File: src/rtl/pic_pkg.sv
// pic_pkg: shared definitions for the 8259A-compatible PIC command path.
//   - pic_state_e : initialisation / command FSM states
//   - rd_sel_e    : read-back selection (IRR or ISR)
//   - bit indices used to decode ICW1 and the OCWs
//   - commit-flag vector indices
package pic_pkg;

  typedef enum logic [2:0] {
    ST_IDLE      = 3'd0,
    ST_WAIT_ICW2 = 3'd1,
    ST_WAIT_ICW3 = 3'd2,
    ST_WAIT_ICW4 = 3'd3,
    ST_READY     = 3'd4
  } pic_state_e;

  typedef enum logic {
    RD_SEL_IRR = 1'b0,
    RD_SEL_ISR = 1'b1
  } rd_sel_e;

  // ICW1 fields
  localparam int ICW1_IC4  = 0;
  localparam int ICW1_SNGL = 1;

  // Command-byte decode bits (D4 marks ICW1, D3 separates OCW3 from OCW2)
  localparam int CMD_D4 = 4;
  localparam int OCW_D3 = 3;

  // OCW3 read-register fields: RR enables the change, RIS picks ISR over IRR
  localparam int OCW3_RIS = 0;
  localparam int OCW3_RR  = 1;

  // Commit-flag vector layout
  localparam int NUM_FLAGS = 7;
  localparam int FLAG_ICW1 = 0;
  localparam int FLAG_ICW2 = 1;
  localparam int FLAG_ICW3 = 2;
  localparam int FLAG_ICW4 = 3;
  localparam int FLAG_OCW1 = 4;
  localparam int FLAG_OCW2 = 5;
  localparam int FLAG_OCW3 = 6;

endpackage

File: src/rtl/bus_synchronizer.sv
// bus_synchronizer: STAGES-deep flop chain bringing one asynchronous bus
// bit into the clk domain.
//   clk   : system clock
//   rst_n : asynchronous active-low reset, chain loads RESET_VAL
//   d     : asynchronous input bit
//   q     : synchronised output (STAGES clk edges of latency)
module bus_synchronizer #(
  parameter int unsigned STAGES    = 2,
  parameter logic        RESET_VAL = 1'b0
) (
  input  logic clk,
  input  logic rst_n,
  input  logic d,
  output logic q
);

  logic [STAGES-1:0] sync_q;
  logic [STAGES-1:0] sync_d;

  always_comb begin
    sync_d[0] = d;
    for (int i = 1; i < STAGES; i++) begin
      sync_d[i] = sync_q[i-1];
    end
  end

  // NOTE: sequential state is written with non-blocking assignments only, so
  // every flop samples the pre-edge value of its neighbour.
  always_ff @(posedge clk or negedge rst_n) begin
    if (!rst_n) begin
      sync_q <= {STAGES{RESET_VAL}};
    end else begin
      sync_q <= sync_d;
    end
  end

  assign q = sync_q[STAGES-1];

endmodule

File: src/rtl/pic_command_sequencer.sv
// pic_command_sequencer: clocked CPU-bus front end of the PIC.
// Synchronises the bus strobes, commits each write on the trailing edge of
// write_bar, walks the ICW1..ICW4 initialisation sequence, classifies the
// OCWs, holds every command register and drives the read-back mux.
//   clk, reset_bar                        : clock, async active-low reset
//   chip_select_bar, read_bar, write_bar,
//   A0, data_bus_buffer_in                : asynchronous CPU bus
//   data_bus_buffer_out, data_bus_out_enable : registered read-back
//   irr, isr                              : status for read-back
//   ICW_n_flag, OCW_n_flag                : one-cycle commit pulses
//   icw1..icw4, ocw2, ocw3, imr           : last committed command values
//   init_done                             : initialisation complete
module pic_command_sequencer
  import pic_pkg::*;
#(
  parameter int unsigned SYNC_STAGES = 2,
  parameter bit          SINGLE_ONLY = 1'b0
) (
  input  logic       clk,
  input  logic       reset_bar,
  input  logic       chip_select_bar,
  input  logic       read_bar,
  input  logic       write_bar,
  input  logic       A0,
  input  logic [7:0] data_bus_buffer_in,
  output logic [7:0] data_bus_buffer_out,
  output logic       data_bus_out_enable,
  input  logic [7:0] irr,
  input  logic [7:0] isr,
  output logic       ICW_1_flag,
  output logic       ICW_2_flag,
  output logic       ICW_3_flag,
  output logic       ICW_4_flag,
  output logic       OCW_1_flag,
  output logic       OCW_2_flag,
  output logic       OCW_3_flag,
  output logic [7:0] icw1,
  output logic [7:0] icw2,
  output logic [7:0] icw3,
  output logic [7:0] icw4,
  output logic [7:0] ocw2,
  output logic [7:0] ocw3,
  output logic [7:0] imr,
  output logic       init_done
);

  // ---------------------------------------------------------------------------
  // Bus synchronisers (strobes idle high, A0/data idle low)
  // ---------------------------------------------------------------------------
  logic       cs_s, rd_s, wr_s, a0_s;
  logic [7:0] data_s;

  bus_synchronizer #(.STAGES(SYNC_STAGES), .RESET_VAL(1'b1)) u_sync_cs (
    .clk(clk), .rst_n(reset_bar), .d(chip_select_bar), .q(cs_s));
  bus_synchronizer #(.STAGES(SYNC_STAGES), .RESET_VAL(1'b1)) u_sync_rd (
    .clk(clk), .rst_n(reset_bar), .d(read_bar), .q(rd_s));
  bus_synchronizer #(.STAGES(SYNC_STAGES), .RESET_VAL(1'b1)) u_sync_wr (
    .clk(clk), .rst_n(reset_bar), .d(write_bar), .q(wr_s));
  bus_synchronizer #(.STAGES(SYNC_STAGES), .RESET_VAL(1'b0)) u_sync_a0 (
    .clk(clk), .rst_n(reset_bar), .d(A0), .q(a0_s));

  for (genvar b = 0; b < 8; b++) begin : g_sync_data
    bus_synchronizer #(.STAGES(SYNC_STAGES), .RESET_VAL(1'b0)) u_sync_d (
      .clk(clk), .rst_n(reset_bar), .d(data_bus_buffer_in[b]), .q(data_s[b]));
  end

  // ---------------------------------------------------------------------------
  // State
  // ---------------------------------------------------------------------------
  pic_state_e           state_q, state_d;
  logic                 wr_low_q, wr_low_d;     // synced write_bar was low last cycle
  logic                 cs_ok_q, cs_ok_d;       // chip select held low for the whole low phase
  logic                 cap_a0_q, cap_a0_d;
  logic [7:0]           cap_data_q, cap_data_d;
  logic [7:0]           icw1_q, icw1_d, icw2_q, icw2_d, icw3_q, icw3_d, icw4_q, icw4_d;
  logic [7:0]           ocw2_q, ocw2_d, ocw3_q, ocw3_d, imr_q, imr_d;
  rd_sel_e              rd_sel_q, rd_sel_d;
  logic                 init_done_q, init_done_d;
  logic [NUM_FLAGS-1:0] flags_q, flags_d;
  logic [7:0]           dout_q, dout_d;
  logic                 dout_en_q, dout_en_d;

  logic                 commit;
  logic                 read_active;
  logic [7:0]           read_mux;

  // A write commits on the cycle synced write_bar returns high; the decoded
  // byte is the one captured on the last low cycle.
  assign commit      = wr_s && wr_low_q && cs_ok_q;
  // An active write strobe suppresses the read.
  assign read_active = !cs_s && !rd_s && wr_s;

  always_comb begin
    read_mux = '0;
    if (a0_s) begin
      read_mux = imr_q;
    end else if (rd_sel_q == RD_SEL_ISR) begin
      read_mux = isr;
    end else begin
      read_mux = irr;
    end
  end

  // NOTE: every signal assigned here gets its default first, so no path can
  // leave a _d value unassigned and infer a latch.
  always_comb begin
    state_d     = state_q;
    wr_low_d    = !wr_s;
    cs_ok_d     = cs_ok_q;
    cap_a0_d    = cap_a0_q;
    cap_data_d  = cap_data_q;
    icw1_d      = icw1_q;
    icw2_d      = icw2_q;
    icw3_d      = icw3_q;
    icw4_d      = icw4_q;
    ocw2_d      = ocw2_q;
    ocw3_d      = ocw3_q;
    imr_d       = imr_q;
    rd_sel_d    = rd_sel_q;
    init_done_d = init_done_q;
    flags_d     = '0;
    dout_en_d   = read_active;
    dout_d      = read_active ? read_mux : 8'h00;

    // Low phase: track chip select and keep the latest A0/data sample.
    if (!wr_s) begin
      cap_a0_d   = a0_s;
      cap_data_d = data_s;
      cs_ok_d    = wr_low_q ? (cs_ok_q && !cs_s) : !cs_s;
    end

    if (commit) begin
      if (!cap_a0_q && cap_data_q[CMD_D4]) begin
        // ICW1 restarts the sequence from any state.
        icw1_d              = cap_data_q;
        icw2_d              = '0;
        icw3_d              = '0;
        icw4_d              = '0;
        ocw2_d              = '0;
        ocw3_d              = '0;
        imr_d               = '0;
        rd_sel_d            = RD_SEL_IRR;
        init_done_d         = 1'b0;
        state_d             = ST_WAIT_ICW2;
        flags_d[FLAG_ICW1]  = 1'b1;
      end else begin
        unique case (state_q)
          ST_WAIT_ICW2: if (cap_a0_q) begin
            icw2_d             = cap_data_q;
            flags_d[FLAG_ICW2] = 1'b1;
            if (!icw1_q[ICW1_SNGL] && !SINGLE_ONLY) begin
              state_d = ST_WAIT_ICW3;
            end else if (icw1_q[ICW1_IC4]) begin
              state_d = ST_WAIT_ICW4;
            end else begin
              state_d     = ST_READY;
              init_done_d = 1'b1;
            end
          end
          ST_WAIT_ICW3: if (cap_a0_q) begin
            icw3_d             = cap_data_q;
            flags_d[FLAG_ICW3] = 1'b1;
            if (icw1_q[ICW1_IC4]) begin
              state_d = ST_WAIT_ICW4;
            end else begin
              state_d     = ST_READY;
              init_done_d = 1'b1;
            end
          end
          ST_WAIT_ICW4: if (cap_a0_q) begin
            icw4_d             = cap_data_q;
            flags_d[FLAG_ICW4] = 1'b1;
            state_d            = ST_READY;
            init_done_d        = 1'b1;
          end
          ST_READY: begin
            if (cap_a0_q) begin
              imr_d              = cap_data_q;
              flags_d[FLAG_OCW1] = 1'b1;
            end else if (cap_data_q[OCW_D3]) begin
              ocw3_d             = cap_data_q;
              flags_d[FLAG_OCW3] = 1'b1;
              if (cap_data_q[OCW3_RR]) begin
                rd_sel_d = cap_data_q[OCW3_RIS] ? RD_SEL_ISR : RD_SEL_IRR;
              end
            end else begin
              ocw2_d             = cap_data_q;
              flags_d[FLAG_OCW2] = 1'b1;
            end
          end
          default: ;  // IDLE: only ICW1 is accepted
        endcase
      end
    end
  end

  always_ff @(posedge clk or negedge reset_bar) begin
    if (!reset_bar) begin
      state_q     <= ST_IDLE;
      wr_low_q    <= 1'b0;
      cs_ok_q     <= 1'b0;
      cap_a0_q    <= 1'b0;
      cap_data_q  <= '0;
      icw1_q      <= '0;
      icw2_q      <= '0;
      icw3_q      <= '0;
      icw4_q      <= '0;
      ocw2_q      <= '0;
      ocw3_q      <= '0;
      imr_q       <= '0;
      rd_sel_q    <= RD_SEL_IRR;
      init_done_q <= 1'b0;
      flags_q     <= '0;
      dout_q      <= '0;
      dout_en_q   <= 1'b0;
    end else begin
      state_q     <= state_d;
      wr_low_q    <= wr_low_d;
      cs_ok_q     <= cs_ok_d;
      cap_a0_q    <= cap_a0_d;
      cap_data_q  <= cap_data_d;
      icw1_q      <= icw1_d;
      icw2_q      <= icw2_d;
      icw3_q      <= icw3_d;
      icw4_q      <= icw4_d;
      ocw2_q      <= ocw2_d;
      ocw3_q      <= ocw3_d;
      imr_q       <= imr_d;
      rd_sel_q    <= rd_sel_d;
      init_done_q <= init_done_d;
      flags_q     <= flags_d;
      dout_q      <= dout_d;
      dout_en_q   <= dout_en_d;
    end
  end

  assign ICW_1_flag          = flags_q[FLAG_ICW1];
  assign ICW_2_flag          = flags_q[FLAG_ICW2];
  assign ICW_3_flag          = flags_q[FLAG_ICW3];
  assign ICW_4_flag          = flags_q[FLAG_ICW4];
  assign OCW_1_flag          = flags_q[FLAG_OCW1];
  assign OCW_2_flag          = flags_q[FLAG_OCW2];
  assign OCW_3_flag          = flags_q[FLAG_OCW3];
  assign icw1                = icw1_q;
  assign icw2                = icw2_q;
  assign icw3                = icw3_q;
  assign icw4                = icw4_q;
  assign ocw2                = ocw2_q;
  assign ocw3                = ocw3_q;
  assign imr                 = imr_q;
  assign init_done           = init_done_q;
  assign data_bus_buffer_out = dout_q;
  assign data_bus_out_enable = dout_en_q;

endmodule

File: config.mk
export PLATFORM = sky130hd
export DESIGN_NAME = pic_command_sequencer
export DESIGN_NICKNAME = d
export VERILOG_FILES = /design/src/rtl/pic_pkg.sv /design/src/rtl/bus_synchronizer.sv /design/src/rtl/pic_command_sequencer.sv
export SDC_FILE = /design/constraint.sdc
export NUM_CORES = 1
export LEC_CHECK = 0
export ABC_AREA = 1
export CAP_MARGIN = 10
export CORE_UTILIZATION = 55
export CTS_BUF_LIST = sky130_fd_sc_hd__clkbuf_2
export CTS_CLUSTER_DIAMETER = 100
export CTS_CLUSTER_SIZE = 10
export DETAILED_ROUTE_END_ITERATION = 6
export HOLD_SLACK_MARGIN = 0.15
export PLACE_DENSITY = 0.93
export SYNTH_ARGS = -nofsm -noshare
export SYNTH_HDL_FRONTEND = slang
export SYNTH_SLANG_ARGS = --single-unit
File: constraint.sdc
create_clock -name clk -period 2.66 [get_ports clk]
set_input_delay 0.532 -clock clk [delete_from_list [all_inputs] [get_ports clk]]
set_output_delay 0.532 -clock clk [all_outputs]
set_load 0.05 [all_outputs]
Word-level counts from Yosys, hierarchy flattened
Cells that the tools add are included.
- logic and storage cells: 119
- output and inout port bits: 73
- bits in registers: 112
- bits of input ports: 30
- equal/unequal tests: 10
- reduce and logical (&&, ||, !) cells: 28
- mux-type cells: 52
- operators with widths (operator ; number):
    $mux W8 ; 20
    $mux W3 ; 7
    $mux W1 ; 20
    $reduce_bool A2 Y1 ; 7
    $ne A3 B3 Y1 const B ; 4
    $reduce_and A3 Y1 ; 4
    $reduce_and A5 Y1 ; 2
    $pmux W3 S3 ; 1
    $reduce_and A4 Y1 ; 2
    $mux W7 ; 1
    $eq A3 B2 Y1 const B ; 2
    $logic_and A1 B1 Y1 ; 6
    $mux W6 ; 1
    $reduce_and A6 Y1 ; 1
    $logic_not A1 Y1 ; 4
    $ne A2 B1 Y1 const B ; 2
    $reduce_bool A4 Y1 ; 1
    $eq A3 B1 Y1 const B ; 1
    $eq A3 B3 Y1 const B ; 1
    $pmux W1 S3 ; 1
    $mux W2 ; 1
    $reduce_and A2 Y1 ; 1

Depth between registers and ports, before layout
- depth in word-level cells: 6
- gate-level depth with buffers: 8

By module
From an unflattened synthesis, not the netlist that was laid out.
- cells, all modules: 373
- area, all modules: 4115.2 µm²
- by module, submodules not included (module ; cells each ; times used ; sequential area each (µm²) ; area each (µm²)):
    pic_command_sequencer ; 349 ; 1 ; 2177.1 ; 3507.1
    bus_synchronizer at g_sync_data[0].u_sync_d ... ; 2 ; 9 ; 50.0 ; 50.0
    bus_synchronizer at u_sync_cs ... ; 2 ; 3 ; 52.6 ; 52.6

Worst setup path before layout
No wires, ideal clock.
- kind: reg2reg
- from: reg u_sync_wr.sync_q[1]
- to: reg icw2_q[0], in the netlist icw2[0]
- arrival: 1.358 ns
- path buffers: 3
- library setup time: 0.118 ns
- slack: 1.185 ns
- cell stages (with the launch flop): 9
- clock period less this slack: 1.475 ns
- path through: dfstp_2 -> buf_4 -> nand3_4 -> nor2_8 -> inv_2 -> buf_6 -> buf_6 -> nand3_2 -> nand2_1
- cells in the longest elaborated chain, start to end: 3
- RTL lines (what ; RTL line ; source):
    start: declaration ; bus_synchronizer.sv:17 ; logic [STAGES-1:0] sync_q;
    start signal: assignment ; bus_synchronizer.sv:31 ; sync_q <= {STAGES{RESET_VAL}};
    start signal: assignment ; bus_synchronizer.sv:33 ; sync_q <= sync_d;
    $logic_and A1 B1 Y1 (2 in series) ; pic_command_sequencer.sv:89 ; assign commit = wr_s && wr_low_q && cs_ok_q;
    $reduce_and A3 Y1 (no source line) ; - ;
    end signal: assignment ; pic_command_sequencer.sv:223 ; icw2_q <= icw2_d;
    end: declaration ; pic_command_sequencer.sv:75 ; logic [7:0] icw1_q, icw1_d, icw2_q, icw2_d, icw3_q, icw3_d, icw4_q, icw4_d;
No other way between the ends.
A chain may end at the register's enable or synchronous reset.

Worst setup path in the final report
- from: reg icw4_q[2], in the netlist icw4[2]
- to: out icw4[2]
- RTL lines (what ; RTL line ; source):
    start: declaration ; pic_command_sequencer.sv:75 ;
    start signal: assignment ; pic_command_sequencer.sv:225 ; icw4_q <= icw4_d;
    end: declaration ; pic_command_sequencer.sv:40 ; output logic [7:0] icw4,
No word-level cell between the ends.

==> impl_metrics.toml <==
[synthesis]
yosys_most_used_dff = "dfrtp_1"
ys_types = 28
synth_edf_count = 0
postSynthAreaPerCell_um2 = 10.56
syn-cell-area_mm2 = 0.004329
ys_seq_area_share_pct = 64.34
synthesis.nets = 440
yosys_warnings = 0
async_flop_share_pct = 100.0
synth_cells = 410
ys_ff_latch = 111

[die]
rows = 31
coreArea_mm2 = 0.007447
ios = 103
die_area_mm2 = 0.008230
dieWidth_um = 90.72
start_util_pct = 58.13
dieHeight_um = 90.72

[global_routing]
grt_pass1_vias = 3182
grt_overflow = 0
grt_max_degree = 45
grt_first_pass_wirelength_mm = 14.95
antenna_found_initial = 0
grt_util_all_layers_pct = 23.30

[place]
dp_hpwl_mm = 6.839
place_ws_ns = 0.7298
dp.cells = 597
io_buffers = 101
gp_congestion = 0.8477

[sta]
hold_viol = 0
slew_violations = 0
finalSetupTns_ns = 0
fmax_mhz = 425.3
finalCriticalPeriod_ns = 2.351
finalCritPeriodShare_pct = 88.40
slew_headroom_pct = 51.15
rsz0062_at_grt = "false"
tightest_slew_ns = 0.7317
setup_viol = 0
setup_slack_ns = 0.3086
fin_skew_ns = 0.02812

[layout]
nNetsFinal = 540
final_cell_mix = "nand2_1 (132), dfrtp_1 (105), clkdlybuf4s50_1 (100)"
layout_commonest_cell = "nand2_1"
stdcell_count = 614
syn_to_final_growth_pct = 25.78
diodes = 0
drive_above_1_share_pct = 13.20
postLayoutCoreUtil_pct = 73.12

[drt]
drt_iter0_drc = 162
routed_wl_mm = 8.985
drc = 0
firstDrtPassIters = 4
vias = 3184
vias_per_cell = 5.186
wl_per_cell_um = 14.63
ant_nets = 0

[worst_hold_path]
whs_path_depth = 0
holdPathEnd = "g_sync_data[1].u_sync_d.sync_q[1]"
worstHoldPathType = "flop to flop"
min_from = "g_sync_data[1].u_sync_d.sync_q[0]"

[setup_path]
arrival_ns = 1.82
reg2reg_slack_ns = 0.67
worst_path_max_delay_cell = "clkdlybuf4s50_1"
cp.required_ns = 2.13
worstPathCellList = "clkdlybuf4s50_1"
path_buf_inv = 1
cp_slowest_stage_delay_ns = 0.82
reg2reg_depth = 7
end_kind = "output pin"
cp-start-kind = "flop"
crit_type = "flop to output pin"
crit_path_max_fanout = 2
r2r-start = "cap_a0_q"
path_delay_family = "buffers and inverters"
cp.depth = 1
timing.rr.end = "icw2[1]"

[pwr]
worst_ir_drop_vdd_v = 0.0005075
netSwitchingFraction_pct = 39.33
p_comb_share_pct = 35.1
power.net_switching_mw = 1.639
p_per_area_mw_per_mm2 = 765.3
p_leak_nw = 2.661
p_seq_share_pct = 50.0
clockPowerShare_pct = 14.9
p_int_mw = 2.528

[clock_network]
cts_setup_buffers = 0
cts_tree = "done"
numCtsBuffers = 9
htreeDepth = 3
root_buffer = "clkbuf_2"
clk_pin_slew_worst_paths_ns = 0.26
worstSkewPairLatency_ns = 0.54
clockBufferDepth = 2
clock_sinks = 111

[job]
drv_cap = 0

[outcome]
outcome = "finished, final reports clean"
[power by group through the flow]
| stage | Clock (mW) | Combinational, mW | Sequential [mW] |
|---|---|---|---|
| 3_3_place_gp | 0 | 1.43 | 2.11 |
| 3_5_place_dp | 0 | 1.47 | 2.12 |
| 2_1_floorplan | 0 | 0.323 | 2.71 |
| 4_1_cts | 0.633 | 1.47 | 2.09 |
| 6_report | 0.619 | 1.46 | 2.09 |
| 5_1_grt | 0.697 | 1.54 | 2.12 |
[repair_timing]
item,CTS,global route
setup endpoints to repair,0,0
hold endpoints to repair,37,0
gates resized for setup,0,0
hold buffers,1,0
[cells by family after synthesis]
| family | Yosys count | synth area share, % |
|---|---|---|
| and+or+nand+nor | 192 | 22.28 |
| DFF | 111 | 64.34 |
| AOI/OAI and AO/OA | 57 | 7.399 |
| buffers and inverters | 49 | 5.896 |
| other | 1 | 0.08662 |
[per-stage QoR]
step / hold WS [ns] / instance area [µm²] / total power [mW]
2_1_floorplan: 0.2364 / 4329 / 3.030
3_3_place_gp: 0.3316 / 5356 / 3.543
3_5_place_dp: 0.3364 / 5356 / 3.587
4_1_cts: 0.3350 / 5445 / 4.193
5_1_grt: 0.3096 / 5445 / 4.353
6_report: 0.3667 / 5445 / 4.167
[worst max path at each step]
stage | from | to | slack, ns
floorplan | u_sync_wr.sync_q[1] | icw2[0] | 1.18
global placement | cap_a0_q | icw2[0] | 0.83
detailed placement | cap_a0_q | icw2[1] | 0.73
CTS | icw4[2] | icw4[2] | 0.29
global route | icw4[2] | icw4[2] | 0.23
finish | icw4[2] | icw4[2] | 0.31
[registers in the layout, summed over array words and instances, names as in the netlist, 3 cells and up]
signal and cells:
icw1 8, imr 8, ocw3 8, ocw2 7
cap_data_q 8, data_bus_buffer_out 8, flags_q 7, icw3 8
icw2 8, icw4 8, state_q 3, g_sync_data.u_sync_d.sync_q 16
[area by class of cell]
class / count / area, µm²
inverters: 32 / 120.1
multi-input cells: 250 / 1289
clock buffers: 13 / 65.06
flip-flops and latches: 111 / 2785
fillers: 534 / 2002
clock inverters: 3 / 13.76
well taps: 99 / 123.9
repair buffers: 106 / 1049
[cell usage after synthesis (2+ instances only)]
cell type  count  area share, %
nor2_4         2           0.52
nand3_2       22            5.1
nor4_1         2           0.29
buf_6          7            1.8
buf_2          3           0.35
dfrtp_1      105             61
buf_4          4           0.69
clkbuf_1       3           0.26
nand2_1      132             11
inv_2          2           0.17
inv_1         30            2.6
dfstp_2        6            3.6
nor2_1         8           0.69
o21ai_2        6            1.2
nand2_2        5           0.72
o21ai_0       29            3.4
nand3_1       15            1.7
a31oi_1        8            1.2
o21ai_1       12            1.4
[metal layers]
| layer | routed length [µm] | GRT usage (%) |
|---|---|---|
| met1 | 3686 | 28.60 |
| met3 | 382 | 3.451 |
| met4 | 120 | 7.930 |
| met2 | 4796 | 41.92 |
| met5 | 0 | 0 |
(Power assumes the default switching activity.)
